[src/rtl/mar_ram_responder_pkg.sv]
// Shared constants and types for the MAR-addressed program/data RAM.
// The MAR and bus blocks import the same widths so the pointer interface stays consistent.
package mar_ram_responder_pkg;
  localparam int AW    = 4;
  localparam int DW    = 8;
  localparam int DEPTH = 1 << AW;

  typedef enum logic [1:0] {
    RUN  = 2'd0,
    LOAD = 2'd1,
    FULL = 2'd2
  } ld_state_e;

  localparam logic [DW-1:0] MEM_CLEAR = '0;
endpackage

[src/rtl/mar_ram_responder_ram_loader_fsm.sv]
// Boot-load controller. It walks ld_ptr from 0 to DEPTH-1 over a valid/ready byte stream
// and hands the top a write port for the load path.
module ram_loader_fsm #(
  parameter int AW    = mar_ram_responder_pkg::AW,
  parameter int DW    = mar_ram_responder_pkg::DW,
  parameter int DEPTH = mar_ram_responder_pkg::DEPTH
) (
  input  logic          clk,
  input  logic          rst_n,
  input  logic          ld_mode,
  input  logic          ld_valid,
  input  logic [DW-1:0] ld_data,
  output logic          ld_ready,
  output logic          ld_done,
  output logic [AW-1:0] ld_ptr,
  output logic          run_en,
  output logic          load_we,
  output logic [AW-1:0] load_addr,
  output logic [DW-1:0] load_data
);
  import mar_ram_responder_pkg::*;

  ld_state_e     state, next_state;
  logic [AW-1:0] ptr, next_ptr;

  always_ff @(posedge clk or negedge rst_n) begin
    if (!rst_n) begin
      state <= RUN;
      ptr   <= '0;
    end else begin
      state <= next_state;
      ptr   <= next_ptr;
    end
  end

  // An abort (ld_mode low) outranks reaching FULL; a byte offered on that edge is still written.
  always_comb begin
    next_state = state;
    next_ptr   = ptr;
    case (state)
      RUN: begin
        if (ld_mode) begin
          next_state = LOAD;
          next_ptr   = '0;
        end
      end
      LOAD: begin
        if (!ld_mode) begin
          next_state = RUN;
          next_ptr   = '0;
        end else if (ld_valid) begin
          if (ptr == AW'(DEPTH - 1)) begin
            next_state = FULL;
            next_ptr   = '0;
          end else begin
            next_ptr = ptr + AW'(1);
          end
        end
      end
      FULL: begin
        if (!ld_mode) next_state = RUN;
      end
      default: begin
        next_state = RUN;
        next_ptr   = '0;
      end
    endcase
  end

  always_comb begin
    ld_ready  = (state == LOAD);
    ld_done   = (state == FULL);
    run_en    = (state == RUN);
    load_we   = (state == LOAD) && ld_valid;
    load_addr = ptr;
    load_data = ld_data;
    ld_ptr    = ptr;
  end
endmodule

[src/rtl/mar_ram_responder.sv]
// 16x8 RAM answering the MAR pointer. It does registered run-mode reads and synchronous
// writes, and it is filled by a boot-load stream before the CPU runs.
module mar_ram_responder #(
  parameter int AW    = mar_ram_responder_pkg::AW,
  parameter int DW    = mar_ram_responder_pkg::DW,
  parameter int DEPTH = mar_ram_responder_pkg::DEPTH
) (
  input  logic          clk,
  input  logic          rst_n,
  input  logic [AW-1:0] addr_in,
  input  logic          ram_rd,
  input  logic          ram_wr,
  input  logic [DW-1:0] wr_data,
  output logic [DW-1:0] rd_data,
  output logic          rd_valid,
  input  logic          ld_mode,
  input  logic          ld_valid,
  input  logic [DW-1:0] ld_data,
  output logic          ld_ready,
  output logic          ld_done,
  output logic [AW-1:0] ld_ptr
);
  import mar_ram_responder_pkg::*;

  logic [DW-1:0] mem [DEPTH];
  logic          run_en;
  logic          load_we;
  logic [AW-1:0] load_addr;
  logic [DW-1:0] load_data;
  logic [DW-1:0] rd_data_p1;
  logic          vld_p1;

  ram_loader_fsm #(
    .AW    (AW),
    .DW    (DW),
    .DEPTH (DEPTH)
  ) u_loader (
    .clk       (clk),
    .rst_n     (rst_n),
    .ld_mode   (ld_mode),
    .ld_valid  (ld_valid),
    .ld_data   (ld_data),
    .ld_ready  (ld_ready),
    .ld_done   (ld_done),
    .ld_ptr    (ld_ptr),
    .run_en    (run_en),
    .load_we   (load_we),
    .load_addr (load_addr),
    .load_data (load_data)
  );

  // Load and run writes never coincide: load_we needs LOAD, the run write needs RUN.
  always_ff @(posedge clk or negedge rst_n) begin
    if (!rst_n) begin
      for (int i = 0; i < DEPTH; i++) mem[i] <= MEM_CLEAR;
    end else if (load_we) begin
      mem[load_addr] <= load_data;
    end else if (run_en && ram_wr) begin
      mem[addr_in] <= wr_data;
    end
  end

  // p1: registered read; sampling mem before the write lands gives read-before-write
  always_ff @(posedge clk or negedge rst_n) begin
    if (!rst_n) begin
      rd_data_p1 <= MEM_CLEAR;
      vld_p1     <= 1'b0;
    end else begin
      vld_p1 <= run_en && ram_rd;
      if (run_en && ram_rd) rd_data_p1 <= mem[addr_in];
    end
  end

  assign rd_data  = rd_data_p1;
  assign rd_valid = vld_p1;
endmodule

[config.mk]
export PLATFORM = sky130hd
export DESIGN_NAME = mar_ram_responder
export DESIGN_NICKNAME = d
export VERILOG_FILES = /design/src/rtl/mar_ram_responder_pkg.sv /design/src/rtl/mar_ram_responder_ram_loader_fsm.sv /design/src/rtl/mar_ram_responder.sv
export SDC_FILE = /design/constraint.sdc
export NUM_CORES = 1
export LEC_CHECK = 0
export CORE_MARGIN = 2
export CORE_UTILIZATION = 55
export CTS_CLUSTER_DIAMETER = 50
export DETAILED_ROUTE_END_ITERATION = 6
export PLACE_DENSITY_LB_ADDON = 0.2
export REMOVE_ABC_BUFFERS = 1
export SKIP_CTS_REPAIR_TIMING = 1
export SLEW_MARGIN = 40
export SYNTH_ARGS = -nofsm -noshare
export SYNTH_HDL_FRONTEND = slang
export SYNTH_SLANG_ARGS = --single-unit
[constraint.sdc]
create_clock -name clk -period 1.9 [get_ports clk]
set_input_delay 0.38 -clock clk [delete_from_list [all_inputs] [get_ports clk]]
set_output_delay 0.38 -clock clk [all_outputs]
set_load 0.01 [all_outputs]
# Word level (Yosys, flattened, before mapping)
# Cells that the tools add are included.
[word_totals] register_bits=143 in_bits=26 output_inout_bits=15 wordCells=66
[op_classes] add_sub_neg=1 order_cmp=4 eq_ne=7 muxes=22 n_bitwise=3 reduce_logical=9
[op_table] operator="$bwmux 128" count=2
[op_table] operator="$mux 128" count=2
[op_table] operator="$demux 8 s4" count=2
[op_table] operator="$bmux 8 s4" count=1
[op_table] operator="$mux 8" count=4
[op_table] operator="$mux 4" count=4
[op_table] operator="$pmux 4 s3" count=1
[op_table] operator="$ge 5x5->1 const B" count=2
[op_table] operator="$lt 5x1->1 const B" count=2
[op_table] operator="$mux 2" count=5
[op_table] operator="$not 4->5" count=2
[op_table] operator="$pmux 2 s3" count=1
[op_table] operator="$logic_and 1x1->1" count=5
[op_table] operator="$add 4x1->4 const B" count=1
[op_table] operator="$eq 4x4->1 const B" count=1
[op_table] operator="$ne 2x2->1 const B" count=2
[op_table] operator="$reduce_and 4->1" count=1
[op_table] operator="$ne 3x2->1 const B" count=1
[op_table] operator="$ne 3x3->1 const B" count=1
[op_table] operator="$reduce_and 3->1" count=1
[op_table] operator="$eq 2x1->1 const B" count=1
[op_table] operator="$eq 2x2->1 const B" count=1
[op_table] operator="$logic_not 2->1" count=1
[op_table] operator="$reduce_bool 2->1" count=1
[op_table] operator="$not 1->1" count=1

# Longest topological paths before layout
# Gate-level depths: netlist of the first run.
[depth] word_depth=8 mapped_depth=8 ltp_nobuf=6

# Cells and area by module
# From an unflattened synthesis of the first run, not the netlist that was laid out.
[unflattened] cells_unflattened=701 hier_area_um2=8604.5
[by_module_without_submodules] mod="mar_ram_responder" instances=1 cells_per_inst=653 area_each_um2=8139.1 seq_area_each_um2=3428.3
[by_module_without_submodules] mod="ram_loader_fsm" instances=1 cells_per_inst=48 area_each_um2=465.4 seq_area_each_um2=150.1

# Worst setup path before layout of the first run
# OpenSTA, ideal clock, no wires.
[synth_path] kind="reg-to-reg" from="register u_loader.ptr[0] (netlist: u_loader.ld_ptr[0])" to="register mem[95] in the netlist's numbering" setup_time_ns=0.151 t_arrival_ns=1.791 t_required_ns=1.749 path_slack_ns=-0.042 stages_incl_launch_ff=8 path_buffers=1 period_less_slack_ns=1.942 path_cell_list="dfrtp_1 inv_1 ha_1 nor2b_1 and4_1 clkbuf_1 o211ai_1 o221ai_1"
[synth_via] elab_chain_cells=7 word_cells_on_any_way=8 classes_between="order compare: 2; mux: 4; bitwise: 1; reduce/logical: 1"
[synth_lines] item="start, declared" line="mar_ram_responder_ram_loader_fsm.sv:24" source="logic [AW-1:0] ptr, next_ptr;"
[synth_lines] item="start signal, assigned" line="mar_ram_responder_ram_loader_fsm.sv:32" source="ptr <= next_ptr;"
[synth_lines] item="$not 4->5 (not written as such) (*)" line="mar_ram_responder.sv:57" source="mem[load_addr] <= load_data;"
[synth_lines] item="$ge 5x5->1 (not written as such) / $lt 5x1->1 (equally long branches)" line="mar_ram_responder.sv:57"
[synth_lines] item="$logic_and 1x1->1 (not written as such)" line="mar_ram_responder.sv:57"
[synth_lines] item="$mux 8 (not written as such)" line="mar_ram_responder.sv:57"
[synth_lines] item="$demux 8 s4 (*)" line="mar_ram_responder.sv:57"
[synth_lines] item="$bwmux 128 (*)" line="mar_ram_responder.sv:57"
[synth_lines] item="$mux 128 (*)" line="mar_ram_responder.sv:56" source="end else if (load_we) begin"
[synth_lines] item="end signal, assigned by index" line="mar_ram_responder.sv:57"
[synth_lines] item="end signal, assigned by index" line="mar_ram_responder.sv:59" source="mem[addr_in] <= wr_data;"
[synth_lines] item="end, declared" line="mar_ram_responder.sv:25" source="logic [DW-1:0] mem [DEPTH];"
# Every way passes the cells marked *; elsewhere a longest branch is shown, timed or not.
# A chain may end at the register's enable or synchronous reset.

# Final worst setup path of the first run
[layout_path] from="register u_loader.ptr[3] (netlist: u_loader.ld_ptr[3])" to="output ld_ptr[3]"
[layout_lines] item="end, declared" line="mar_ram_responder.sv:21" source="output logic [AW-1:0] ld_ptr"
# No word-level cell between the ends.

==> impl_metrics.tcl, run 1 <==
set metrics [dict create \
    numPortBuffers 40 \
    reg2reg_from "u_loader.state[0]" \
    cp_cell_sequence "clkdlybuf4s50_1" \
    top_layer "met4" \
    yosysSeqAreaShare_pct 43.6 \
    cts.sinks 143 \
    hold-worst-slack_ns 0.415 \
    ant_nets 0 \
    root_buffer "clkbuf_16" \
    placed_area_sq_mm 0.00959 \
    dr.pass1.iters 6 \
    reg2reg_depth 7 \
    wl_per_cell_um 25.3 \
    area_growth_pct 25.8 \
    start_util_pct 56.3 \
    async_flop_share_pct 100 \
    clock_skew_ns 0.00766 \
    grt.total_usage_pct 35.9 \
    cp-start-kind "flip-flop" \
    seq_area_sq_mm 0.00358 \
    drv_slew 0 \
    ios 41 \
    peakVddDrop_mv 0.763 \
    post-route-util_pct 70.8 \
    syn_area_sq_mm 0.00821 \
    syn_avg_cell_area_sq_um 9.98 \
    die-area_sq_mm 0.0159 \
    wirelength_mm 28.5 \
    min_period_over_period_pct 97.9 \
    core.rowCount 44 \
    synth-edff-count 0 \
    rsz0062_at_grt "false" \
    max_clock_freq_mhz 538 \
    crit_path_end_kind "primary output" \
    ys_ff_latch 143 \
    met3_length_mm 2.80 \
    cap_violations 0 \
    worst-path-buf-inv 1 \
    finalNonFillerCells 1125 \
    drc_errors 0 \
    grt_antenna_before_repair 1 \
    first_global_vias 7793 \
    dieHeight_um 126 \
    cp_top_family "buffers and inverters" \
    first_iter_violations 1063 \
    p_per_area_mw_per_mm2 917 \
    worst_ep_arrival_time_ns 1.48 \
    cts_buffers 17 \
    rr_endpoint "mem[100]" \
    fillers 1075 \
    path_depth 1 \
    post-place-ws_ns -0.413 \
    nNetsFinal 958 \
    final_cell_mix "139 x dfrtp_1, 117 x nor2_1, 111 x buf_4" \
    critical_path.slowest_cell "clkdlybuf4s50_1" \
    synthDistinctLibCells 53 \
    routabilityCongestion 0.937 \
    wl_met2_mm 13.3 \
    layout_commonest_cell "dfrtp_1" \
    cts.clk_slew.worst_paths_ns 0.06 \
    tightestPinTransition_ns 0.592 \
    status "complete, no violations" \
    grt_max_degree 65 \
    drt-met1-wl_mm 10.9 \
    cts_tree "done" \
    cts_buffer_depth 2 \
    reg2reg_slack_ns 0.08 \
    dpl.hpwl_mm 19.7 \
    multi_input_area_sq_mm 0.00420 \
    required_ns 1.52 \
    antenna_cells 0 \
    crit_start "u_loader.ld_ptr[3]" \
    avgViaCountPerCell 7.03 \
    hold_path_class "input port to asynchronous set/reset pin" \
    insertion_delay_ns 0.42 \
    setup_ws_ns 0.0405 \
    vias 7908 \
    grt_pass1_wl_mm 43.4 \
    min_period_ns 1.86 \
    overflow 0 \
    leakage_nw 4.44 \
    setup_violations 0 \
    max_stage_delay_ns 0.58 \
    cts_max_level 4 \
    max-slew-margin-rel_pct 60.4 \
    core_area_sq_mm 0.0146 \
    die_w_um 126 \
    dp.cells 1087 \
    critical_path_class "flip-flop to primary output" \
    postLayoutCellArea_sq_mm 0.0103 \
    drive_gt1_share_pct 24.2 \
    hold_viol 0 \
    ys.flop_type "dfrtp_1" \
    yosysWarnings 0 \
    crit_fanout 7 \
    netlist_instances 823 \
]
==> worst max-delay path by stage <==
stage                      to  slack, ns
CTS                   ld_done      -0.26
finish              ld_ptr[3]       0.04
global placement     mem[108]      -0.40
detailed placement   mem[105]      -0.41
global route         mem[115]      0.002
floorplan            mem[104]      -0.59
==> layout make-up <==
cell class / count / share of cell area, %
Tap cell: 184 / 2.23
Clock inverter: 10 / 1.07
Multi-Input combinational cell: 579 / 40.7
Sequential cell: 143 / 34.7
Inverter: 12 / 0.436
Timing Repair Buffer: 175 / 16.2
Clock buffer: 22 / 4.69
==> sequential cells by signal, indices dropped and copies added (netlist names) <==
name,flops
rd_data,8
u_loader.ld_ptr,4
rd_valid,1
u_loader.state,2
mem,128
==> cell families (layout without fill, tap and decap cells) <==
| kind of cell | Yosys count | in the layout | synth area share [%] |
|---|---|---|---|
| DFF | 143 | 143 | 43.6 |
| buffers and inverters | 101 | 219 | 6.06 |
| AOI/OAI and AO/OA | 295 | 295 | 25.7 |
| and+or+nand+nor | 208 | 208 | 13.9 |
| muxes | 72 | 72 | 10.2 |
| adders and majority gates | 4 | 4 | 0.609 |
==> where the power goes <==
part	leakage (nW)	total, mW	switching (mW)	internal, mW
logic	2.39	2.00	1.08	0.919
clock network	0.284	3.37	1.31	2.06
registers	1.77	4.11	0.425	3.68
==> synthesized netlist by cell type, types with 4 or more instances <==
cell	n	area, sq um
a22o_1	7	61.3
buf_6	5	56.3
mux2i_1	48	480
dfrtp_1	143	3580
and3_1	5	31.3
a21oi_1	97	485
o21ai_0	16	80.1
o32ai_1	4	35.0
and4b_1	4	40.0
mux2_2	16	180
and3b_1	7	61.3
and2_1	10	62.6
a22o_2	5	50.1
a2bb2oi_1	4	35.0
ha_1	4	50.1
nor3b_2	5	62.6
nor2b_1	7	43.8
nand2_1	22	82.6
o22ai_1	12	75.1
a31oi_1	8	50.1
a32oi_1	97	850
mux4_2	8	180
a22oi_1	8	60.1
a221oi_1	4	35.0
nor2_1	117	439
buf_2	33	165
buf_4	10	75.1
inv_1	12	45.0
nand3b_1	4	30.0
clkbuf_1	36	135
o2bb2ai_1	16	140
o221ai_1	8	70.1
nand3_1	6	30.0
==> routing by layer <==
metal	vias up	GRT usage [%]
met5	-	0
met4	0	18.5
met3	134	8.03
met2	538	56.1
met1	3856	47.2
li1	3380	-
==> per-stage QoR <==
| step | setup TNS [ns] | power (mW) |
|---|---|---|
| after floorplan | -8.86 | 5.04 |
| after global placement | -33.78 | 5.96 |
| after detailed placement | -39.71 | 6.07 |
| after CTS | -1.36 | 9.43 |
| after global routing | 0 | 9.84 |
| final | 0 | 9.48 |
Power figures use the tool's default switching activity.
==> inputs of run 2 (changes only) <==
SLEW_MARGIN = not set   (was 40)
==> results of run 2 <==
Final layout, timing and power as in run 1 (identical DEF).
==> inputs of run 3 (changes only) <==
PLACE_DENSITY = 0.77   (was not set)
PLACE_DENSITY_LB_ADDON = not set   (was 0.2)
==> run 3 against run 2 <==
The run now ends with negative setup slack left. Die area unchanged. Maximum frequency down 2.3%. Via count up 1.7%. Critical endpoint is now mem[74]. Sequential cell count unchanged.
==> impl_metrics.tcl, run 3 (synthesis results as in run 1) <==
set metrics [dict create \
    status "complete, but fails checks" \
    violations "negative setup slack" \
    cts_buffer_depth 2 \
    dieHeight_um 126 \
    core.rowCount 44 \
    clock_skew_ns 0.00650 \
    critical_path.slowest_cell "dfrtp_1" \
    crit_path_end_kind "flip-flop" \
    max-slew-margin-rel_pct 59.8 \
    wirelength_mm 28.8 \
    busiest_layer "met2" \
    use_met1_pct 45.1 \
    core_area_sq_mm 0.0146 \
    grt_max_degree 57 \
    largest_reg_flops 128 \
    hold_path_class "input port to asynchronous set/reset pin" \
    start_util_pct 56.3 \
    post-route-util_pct 70.9 \
    p_sw_share_pct 29.7 \
    cp-start-kind "flip-flop" \
    first_iter_violations 1007 \
    dr.pass1.iters 7 \
    grt_util_met2_pct 56.2 \
    layout_commonest_cell "dfrtp_1" \
    first_global_vias 7761 \
    cp_cell_sequence "buf_4, and3b_1, and3_2, o22ai_2, buf_4, mux2_2" \
    min_period_over_period_pct 100 \
    dp.cells 1089 \
    critical_path.most_common_cell "buf_4" \
    drv_slew 0 \
    p_int_mw 6.58 \
    grt_pass1_wl_mm 43.8 \
    switching_power_mw 2.77 \
    avgViaCountPerCell 7.13 \
    cts.sinks 143 \
    leakage_nw 4.44 \
    setup_violations 2 \
    cts.clk_slew.worst_paths_ns 0.06 \
    wl_per_cell_um 25.5 \
    finalNonFillerCells 1128 \
    numPortBuffers 40 \
    insertion_delay_ns 0.43 \
    final_cell_mix "141 x dfrtp_1, 117 x nor2_1, 117 x buf_4" \
    required_ns 2.21 \
    worst_ep_arrival_time_ns 2.21 \
    finalSetupTns_ns -0.00700 \
    max_stage_delay_ns 0.42 \
    die_w_um 126 \
    comb_power_share_pct 21.1 \
    dpl.hpwl_mm 20.0 \
    drc_errors 0 \
    die-area_sq_mm 0.0159 \
    clock_power_share_pct 34.8 \
    hold_viol 0 \
    min_period_ns 1.90 \
    cap_violations 0 \
    largest_register "mem" \
    overflow 0 \
    grt_antenna_before_repair 0 \
    max_clock_freq_mhz 525 \
    fillers 1017 \
    drive_gt1_share_pct 24.4 \
    tightestPinTransition_ns 0.594 \
    seqPwrFrac_pct 44.1 \
    seq_area_sq_mm 0.00358 \
    nNetsFinal 962 \
    vias 8040 \
    cts_max_level 4 \
    critical_path_class "flip-flop to flip-flop" \
    setup_ws_ns -0.00357 \
    grt.total_usage_pct 36.2 \
    ant_nets 0 \
    rsz0062_at_grt "true" \
    post-place-ws_ns -0.436 \
    peakVddDrop_mv 0.693 \
    cts_buffers 17 \
    cts_tree "done" \
    multi_input_area_sq_mm 0.00425 \
    root_buffer "clkbuf_16" \
    routabilityCongestion 1.09 \
    met3_usage_pct 9.09 \
    antenna_cells 0 \
    crit_fanout 4 \
    area_growth_pct 26.0 \
    ios 41 \
    p_per_area_mw_per_mm2 903 \
]
## run 3: cell count changes in the layout (fill, tap and decap cells not counted), sizes merged
cell	previous run	this run
a22o	12	13
clkdlybuf4s50	32	35
bufinv	2	1
buf	137	140
clkinv	4	5
clkbuf	22	25
dlymetal6s2s	5	2
clkinvlp	4	0
## run 3: stage by stage
stage               power (mW)  hold slack (ns)  area, sq um
floorplan                 5.04           0.0844         7760
global placement          5.95            0.366         9590
detailed placement        6.05            0.372         9590
CTS                       9.27          -0.0807        10200
global route              9.72            0.516        10300
finish                    9.35            0.483        10300
## run 3: critical path, delay by kind of cell (launching register included)
kind / cells / cell delay [ns]
flops: 1 / 0.42
mux: 1 / 0.35
compound gates: 1 / 0.18
buf+inv: 2 / 0.35
simple gates: 2 / 0.48
## run 3: power groups by stage
stage / clock network [mW] / logic, mW / registers (mW)
6_report: 3.26 / 1.97 / 4.12
5_1_grt: 3.40 / 2.14 / 4.18
4_1_cts: 3.25 / 1.92 / 4.10
3_5_place_dp: 0 / 1.91 / 4.14
3_3_place_gp: 0 / 1.83 / 4.12
2_1_floorplan: 0 / 1.05 / 4.00
## run 3: routing by layer
layer  part of all wire (%)  up-vias
met1                     37     3917
met2                     46      572
met5                      0        -
met4                    7.0        0
met3                     10      163
li1                       -     3388
## run 3: layout make-up
class | count | share of cell area [%]
clock inverter | 6 | 0.532
tap | 184 | 2.22
multi-input combinational | 580 | 41.1
timing repair buffer | 178 | 16.2
sequential | 143 | 34.6
inverter | 12 | 0.435
clock buffer | 25 | 4.98
## run 3: final timing paths
path                                        start      end  slack [ns]  depth (start not counted)
worst min register to register            mem[78]  mem[78]        0.52                          1
worst max-delay path            u_loader.state[0]  mem[74]      -0.004                          6
worst min-delay path                        rst_n  mem[34]        0.48                          2
max in group asynchronous                   rst_n  mem[90]        0.82                          3
worst max register to register  u_loader.state[0]  mem[74]      -0.004                          6
min in group clk                          mem[78]  mem[78]        0.52                          1
==> RTL change 1, RTL diff (settings of run 2) <==
Reset style: synchronous (`rst_n`), changed in 3 clocked blocks.
--- a/src/rtl/mar_ram_responder_ram_loader_fsm.sv
+++ b/src/rtl/mar_ram_responder_ram_loader_fsm.sv
@@ -25,3 +25,3 @@
 
-  always_ff @(posedge clk or negedge rst_n) begin
+  always_ff @(posedge clk) begin
     if (!rst_n) begin
--- a/src/rtl/mar_ram_responder.sv
+++ b/src/rtl/mar_ram_responder.sv
@@ -52,3 +52,3 @@
   // Load and run writes never coincide: load_we needs LOAD, the run write needs RUN.
-  always_ff @(posedge clk or negedge rst_n) begin
+  always_ff @(posedge clk) begin
     if (!rst_n) begin
@@ -63,3 +63,3 @@
   // p1: registered read; sampling mem before the write lands gives read-before-write
-  always_ff @(posedge clk or negedge rst_n) begin
+  always_ff @(posedge clk) begin
     if (!rst_n) begin
Check against the original RTL: differs if rst_n is asserted again (counterexample within 4 cycles, from zero or initial values and one cycle with rst_n low); with rst_n held inactive, the same outputs for 4 cycles.
==> RTL change 1 against run 2 <==
- the flow now finishes with violations (negative setup slack)
- core utilization increased by 7.7 points
- non-clock buffer count decreased by 27
- hold slack improved by 67 ps
- largest cell class is now registers
- critical endpoint is now mem[0][2]
- sequential cell count unchanged
- synthesized area decreased by 18%
- fmax decreased by 17%
- highest routed layer unchanged
- power decreased by 13%
- setup slack got worse by 380 ps
- routed wire length decreased by 35%
- final area decreased by 9.1%
==> RTL change 1: results (changes against run 2) <==
share of cells above drive strength 1 = 0.416 (+0.173)
crit-path max FO = 7 (unchanged)
Reg with most FFs = mem
Final Skew = 11.5 ps (+3.82 ps)
top_reg_cell synth = edfxtp_1
root buf cell = clkbuf_16
GPL Wtd Cong = 0.866 (-7.5%)
number of synthesized flops with an enable pin = 128 (+128)
status = finished, violations left
max reg flops = 128 (unchanged)
Synth cell types = 38 (-28%)
Setup-failing EPs final = 257 (+257)
Port Buffers = 40 (unchanged)
min-delay worst type = register to register
worst slew pin tran = 367 ps (-225 ps)
antenna violations before repair = 0 (-1)
Fin Setup TNS = -40410 ps (-40410 ps)
drt pass-1 iters = 7 (+1)
WP data arrival = 2360 ps (+880 ps)
violated checks = negative setup slack
P_leak = 3.44 nW (-23%)
synth cell count leaders = edfxtp_1, nor3_1, mux2i_1, nor3_2, clkbuf_1
placed insts = 710 (-35%)
htree depth = 4 (unchanged)
WL final = 18.4 mm (-35%)
Max Buffers Root-to-Sink = 2 (unchanged)
Async SR Flop Fraction = 0 (-1.00)
fin nets = 625 (-35%)
Ys Warns = 0 (unchanged)
Final WS setup = -335 ps (-376 ps)
vias in the first global route = 4549 (-42%)
largest net degree at the start of global routing = 24 (-63%)
leading post-synthesis cells by cell area = edfxtp_1, mux4_2, nor3_1
first-pass GRT wire length = 25.1 mm (-42%)
Routed WL per cell = 24.3 um (-4.0%)
Synth Instances = 480 (-42%)
ant diodes = 0 (unchanged)
register area share after synthesis = 0.618 (+0.183)
Global Route Usage Sum = 0.261 (-0.0982)
Iteration-0 DRC Markers = 538 (-49%)
routed vias/inst = 6.35 (-9.6%)
sum of net half-perimeters after detailed placement = 11.2 mm (-43%)
cts bufs inserted = 17 (unchanged)
worst skew pair latency = 430 ps
maximum vdd drop = 784 uV (+2.6%)
==> RTL change 1: cell families (layout without fill, tap and decap cells) <==
family,Yosys count,in the layout,synth area share
muxes,63,63,0.139
buffers and inverters,51,182,0.0358
adders and majority gates,1,1,0.00187
xor gates and xnor gates,2,2,0.00261
AOI/OAI and AO/OA,49,49,0.0472
and+or+nand+nor,171,171,0.155
DFF,143,143,0.618
==> RTL change 1: through the flow <==
step                worst slack (ps)  area (um2)
floorplan                      -3100        6470
global placement                -827        7850
detailed placement              -948        7850
CTS                             -519        8420
global route                    -388        9390
finish                          -335        9390
==> RTL change 1: layout make-up <==
type,instances,area [um2]
sequential,143,4150
multi-input combinational,286,2860
fill,624,2570
timing repair buffer,148,1620
clock buffer,28,549
tap,147,184
clock inverter,4,23.8
inverter,2,7.51
==> RTL change 1: metal layers <==
layer  part of all wire  routed length [um]  up-vias  GRT usage
met3              0.069                1280       40     0.0540
met2               0.51                9390      229      0.414
met4              0.024                 445        0      0.100
met5                  0                   0        -          0
li1                   -                   -     2138          -
met1               0.40                7320     2409      0.359
==> RTL change 1: report_power, final <==
part / leakage (nW) / switching [mW] / total, mW / internal [mW]
logic: 1.71 / 0.742 / 1.36 / 0.621
clock network: 0.285 / 1.24 / 3.20 / 1.96
registers: 1.45 / 0.0653 / 3.63 / 3.57
==> RTL change 1: final timing paths <==
kind                           from    endpoint  slack, ps  cells past startpoint
setup / recovery  u_loader.state[1]   mem[0][2]       -340                      7
hold / removal           rd_data[3]  rd_data[3]        480                      2
setup reg to reg  u_loader.state[1]   mem[0][2]       -340                      7
hold reg to reg          rd_data[3]  rd_data[3]        480                      2
==> RTL change 1: worst max-delay path, cell delays in order, from the launching register on <==
cell and delay (ps):
dfxtp_2 330, nor4bb_4 300, buf_6 180, mux2i_2 310
buf_4 200, nand3_4 170, o21ai_2 240, buf_4 200
==> RTL change 2, RTL diff (settings of run 2) <==
Made on the original files. Set the package constant `DW` to 12 (it was 8).
--- a/src/rtl/mar_ram_responder_pkg.sv
+++ b/src/rtl/mar_ram_responder_pkg.sv
@@ -4,3 +4,3 @@
   localparam int AW    = 4;
-  localparam int DW    = 8;
+  localparam int DW    = 12;
   localparam int DEPTH = 1 << AW;
Interface: changed (resized ld_data, rd_data and wr_data); port bits go from 41 to 53. No check against the original RTL was run, so the function may have changed too.
==> RTL change 2 against run 2 <==
- the flow now finishes with violations (negative setup slack)
- global-route usage decreased by 0.53 points
- fmax decreased by 2.6%
- synthesized area increased by 42%
- register-to-register slack got worse by 90 ps
- sequential cell count increased by 68
- power increased by 46%
- final area increased by 39%
- die area increased by 41%
- setup slack got worse by 50 ps
- routed wire length increased by 38%
==> RTL change 2: results (changes against run 2) <==
maximum vdd drop = 596 uV (-22%)
crit-path max FO = 8 (+1)
WL final = 39.4 mm (+38%)
min-delay worst type = primary input to async pin
GR Util met3 = 0.0534 (-0.0269)
Fin Setup TNS = -14.9 ps (-14.9 ps)
antenna violations before repair = 0 (-1)
routed vias/inst = 6.97 (-0.84%)
placed inst area = 0.0134 mm2 (+40%)
Metal-1 WL = 15.6 mm (+43%)
GPL Wtd Cong = 0.888 (-5.2%)
htree depth = 1 (-3)
pre-CTS setup slack = -480 ps (-66.5 ps)
Final WS setup = -9.10 ps (-49.6 ps)
slowest CP cell = dfrtp_1
Ys Warns = 0 (unchanged)
routing usage on met1 = 0.494 (+0.0226)
Worst path top cell family by delay = simple AND/OR/NAND/NOR gates
status = finished, violations left
largest net degree at the start of global routing = 61 (-6.2%)
Synth cell types = 49 (-7.5%)
WP data arrival = 2310 ps (+830 ps)
register area share after synthesis = 0.453 (+0.0169)
Reg with most FFs = mem
placed insts = 1510 (+39%)
max reg flops = 192 (+50%)
metal3 WL = 3.76 mm (+34%)
Global Route Usage Sum = 0.354 (-0.00527)
Routed WL per cell = 25.3 um (-0.16%)
Max Buffers Root-to-Sink = 3 (+1)
sum of net half-perimeters after detailed placement = 26.2 mm (+33%)
drt pass-1 iters = 5 (-1)
violated checks = negative setup slack
routed wl met2 = 17.9 mm (+34%)
met2 GRT Util = 0.545 (-0.0166)
crit-path max cell delay = 390 ps (-190 ps)
synth cell count leaders = dfrtp_1, nor2_1, a32oi_1, a21oi_1, clkbuf_1
cts bufs inserted = 27 (+10)
Setup-failing EPs final = 3 (+3)
DR top layer = met4
P_leak = 6.15 nW (+38%)
first-pass GRT wire length = 60.5 mm (+39%)
Port Buffers = 52 (+30%)
share of cells above drive strength 1 = 0.193 (-0.0498)
ant diodes = 0 (unchanged)
Synth Instances = 1165 (+42%)
Async SR Flop Fraction = 1.00 (unchanged)
Iteration-0 DRC Markers = 1166 (+9.7%)
root buf cell = clkbuf_16
leading post-synthesis cells by cell area = dfrtp_1, a32oi_1, a21oi_1
worst skew pair latency = 530 ps (+110 ps)
Clock transition at path regs = 60 ps (about the same)
worst slew pin tran = 600 ps (+7.88 ps)
Final Skew = 14.6 ps (+6.97 ps)
fin nets = 1306 (+36%)
[RTL change 2: cell types whose count changed after synthesis, moves of 8 or more]
cell	change
dfrtp_1	+68
nor2_1	+55
a32oi_1	+49
a21oi_1	+48
clkbuf_1	+42
o21ai_1	+33
mux2i_1	+24
mux2_1	+20
a22oi_1	+16
mux2_2	-12
o22ai_1	+12
a221oi_1	+8
o221ai_1	-8
o2bb2ai_1	+8
[RTL change 2: path summary, 6_finish.rpt]
path                                         start        to  slack, ps  cells after the start
worst max-delay path            u_loader.ld_ptr[3]  mem[135]         -9                      7
worst min-delay path                         rst_n  mem[117]        390                      2
worst max register to register  u_loader.ld_ptr[3]  mem[135]         -9                      7
worst min register to register            mem[134]  mem[134]        490                      1
max in group asynchronous                    rst_n   mem[35]        790                      3
min in group clk                          mem[134]  mem[134]        490                      1
[RTL change 2: worst reg2reg max path, stage by stage (launching register included)]
cell	delay, ps
dfrtp_1	390
buf_4	150
nand4bb_1	260
nor3_2	200
buf_4	170
o22a_4	160
buf_12	130
mux2_1	330
[RTL change 2: layout make-up]
cell class                 instances  area (um2)
inverter                           6        22.5
sequential                       211        5280
tap                              275         344
clock inverter                    11         116
fill                            1592        6510
clock buffer                      33         728
timing repair buffer             212        2160
multi-input combinational        810        5730
[RTL change 2: power breakdown]
group | switching [mW] | total [mW] | internal, mW
clock | 1.97 | 4.94 | 2.97
sequential | 0.600 | 6.11 | 5.51
combinational | 1.47 | 2.77 | 1.30
[RTL change 2: logic make-up (layout without fill, tap and decap cells)]
logic type,count (synthesis),in the layout,share of synthesized area
AND/OR/NAND/NOR,251,251,0.106
AO/OA/AOI/OAI,447,447,0.268
multiplexers,108,108,0.108
flip-flops,211,211,0.453
buffers and inverters,144,262,0.0605
adder cells (fa/ha/maj),4,4,0.00429
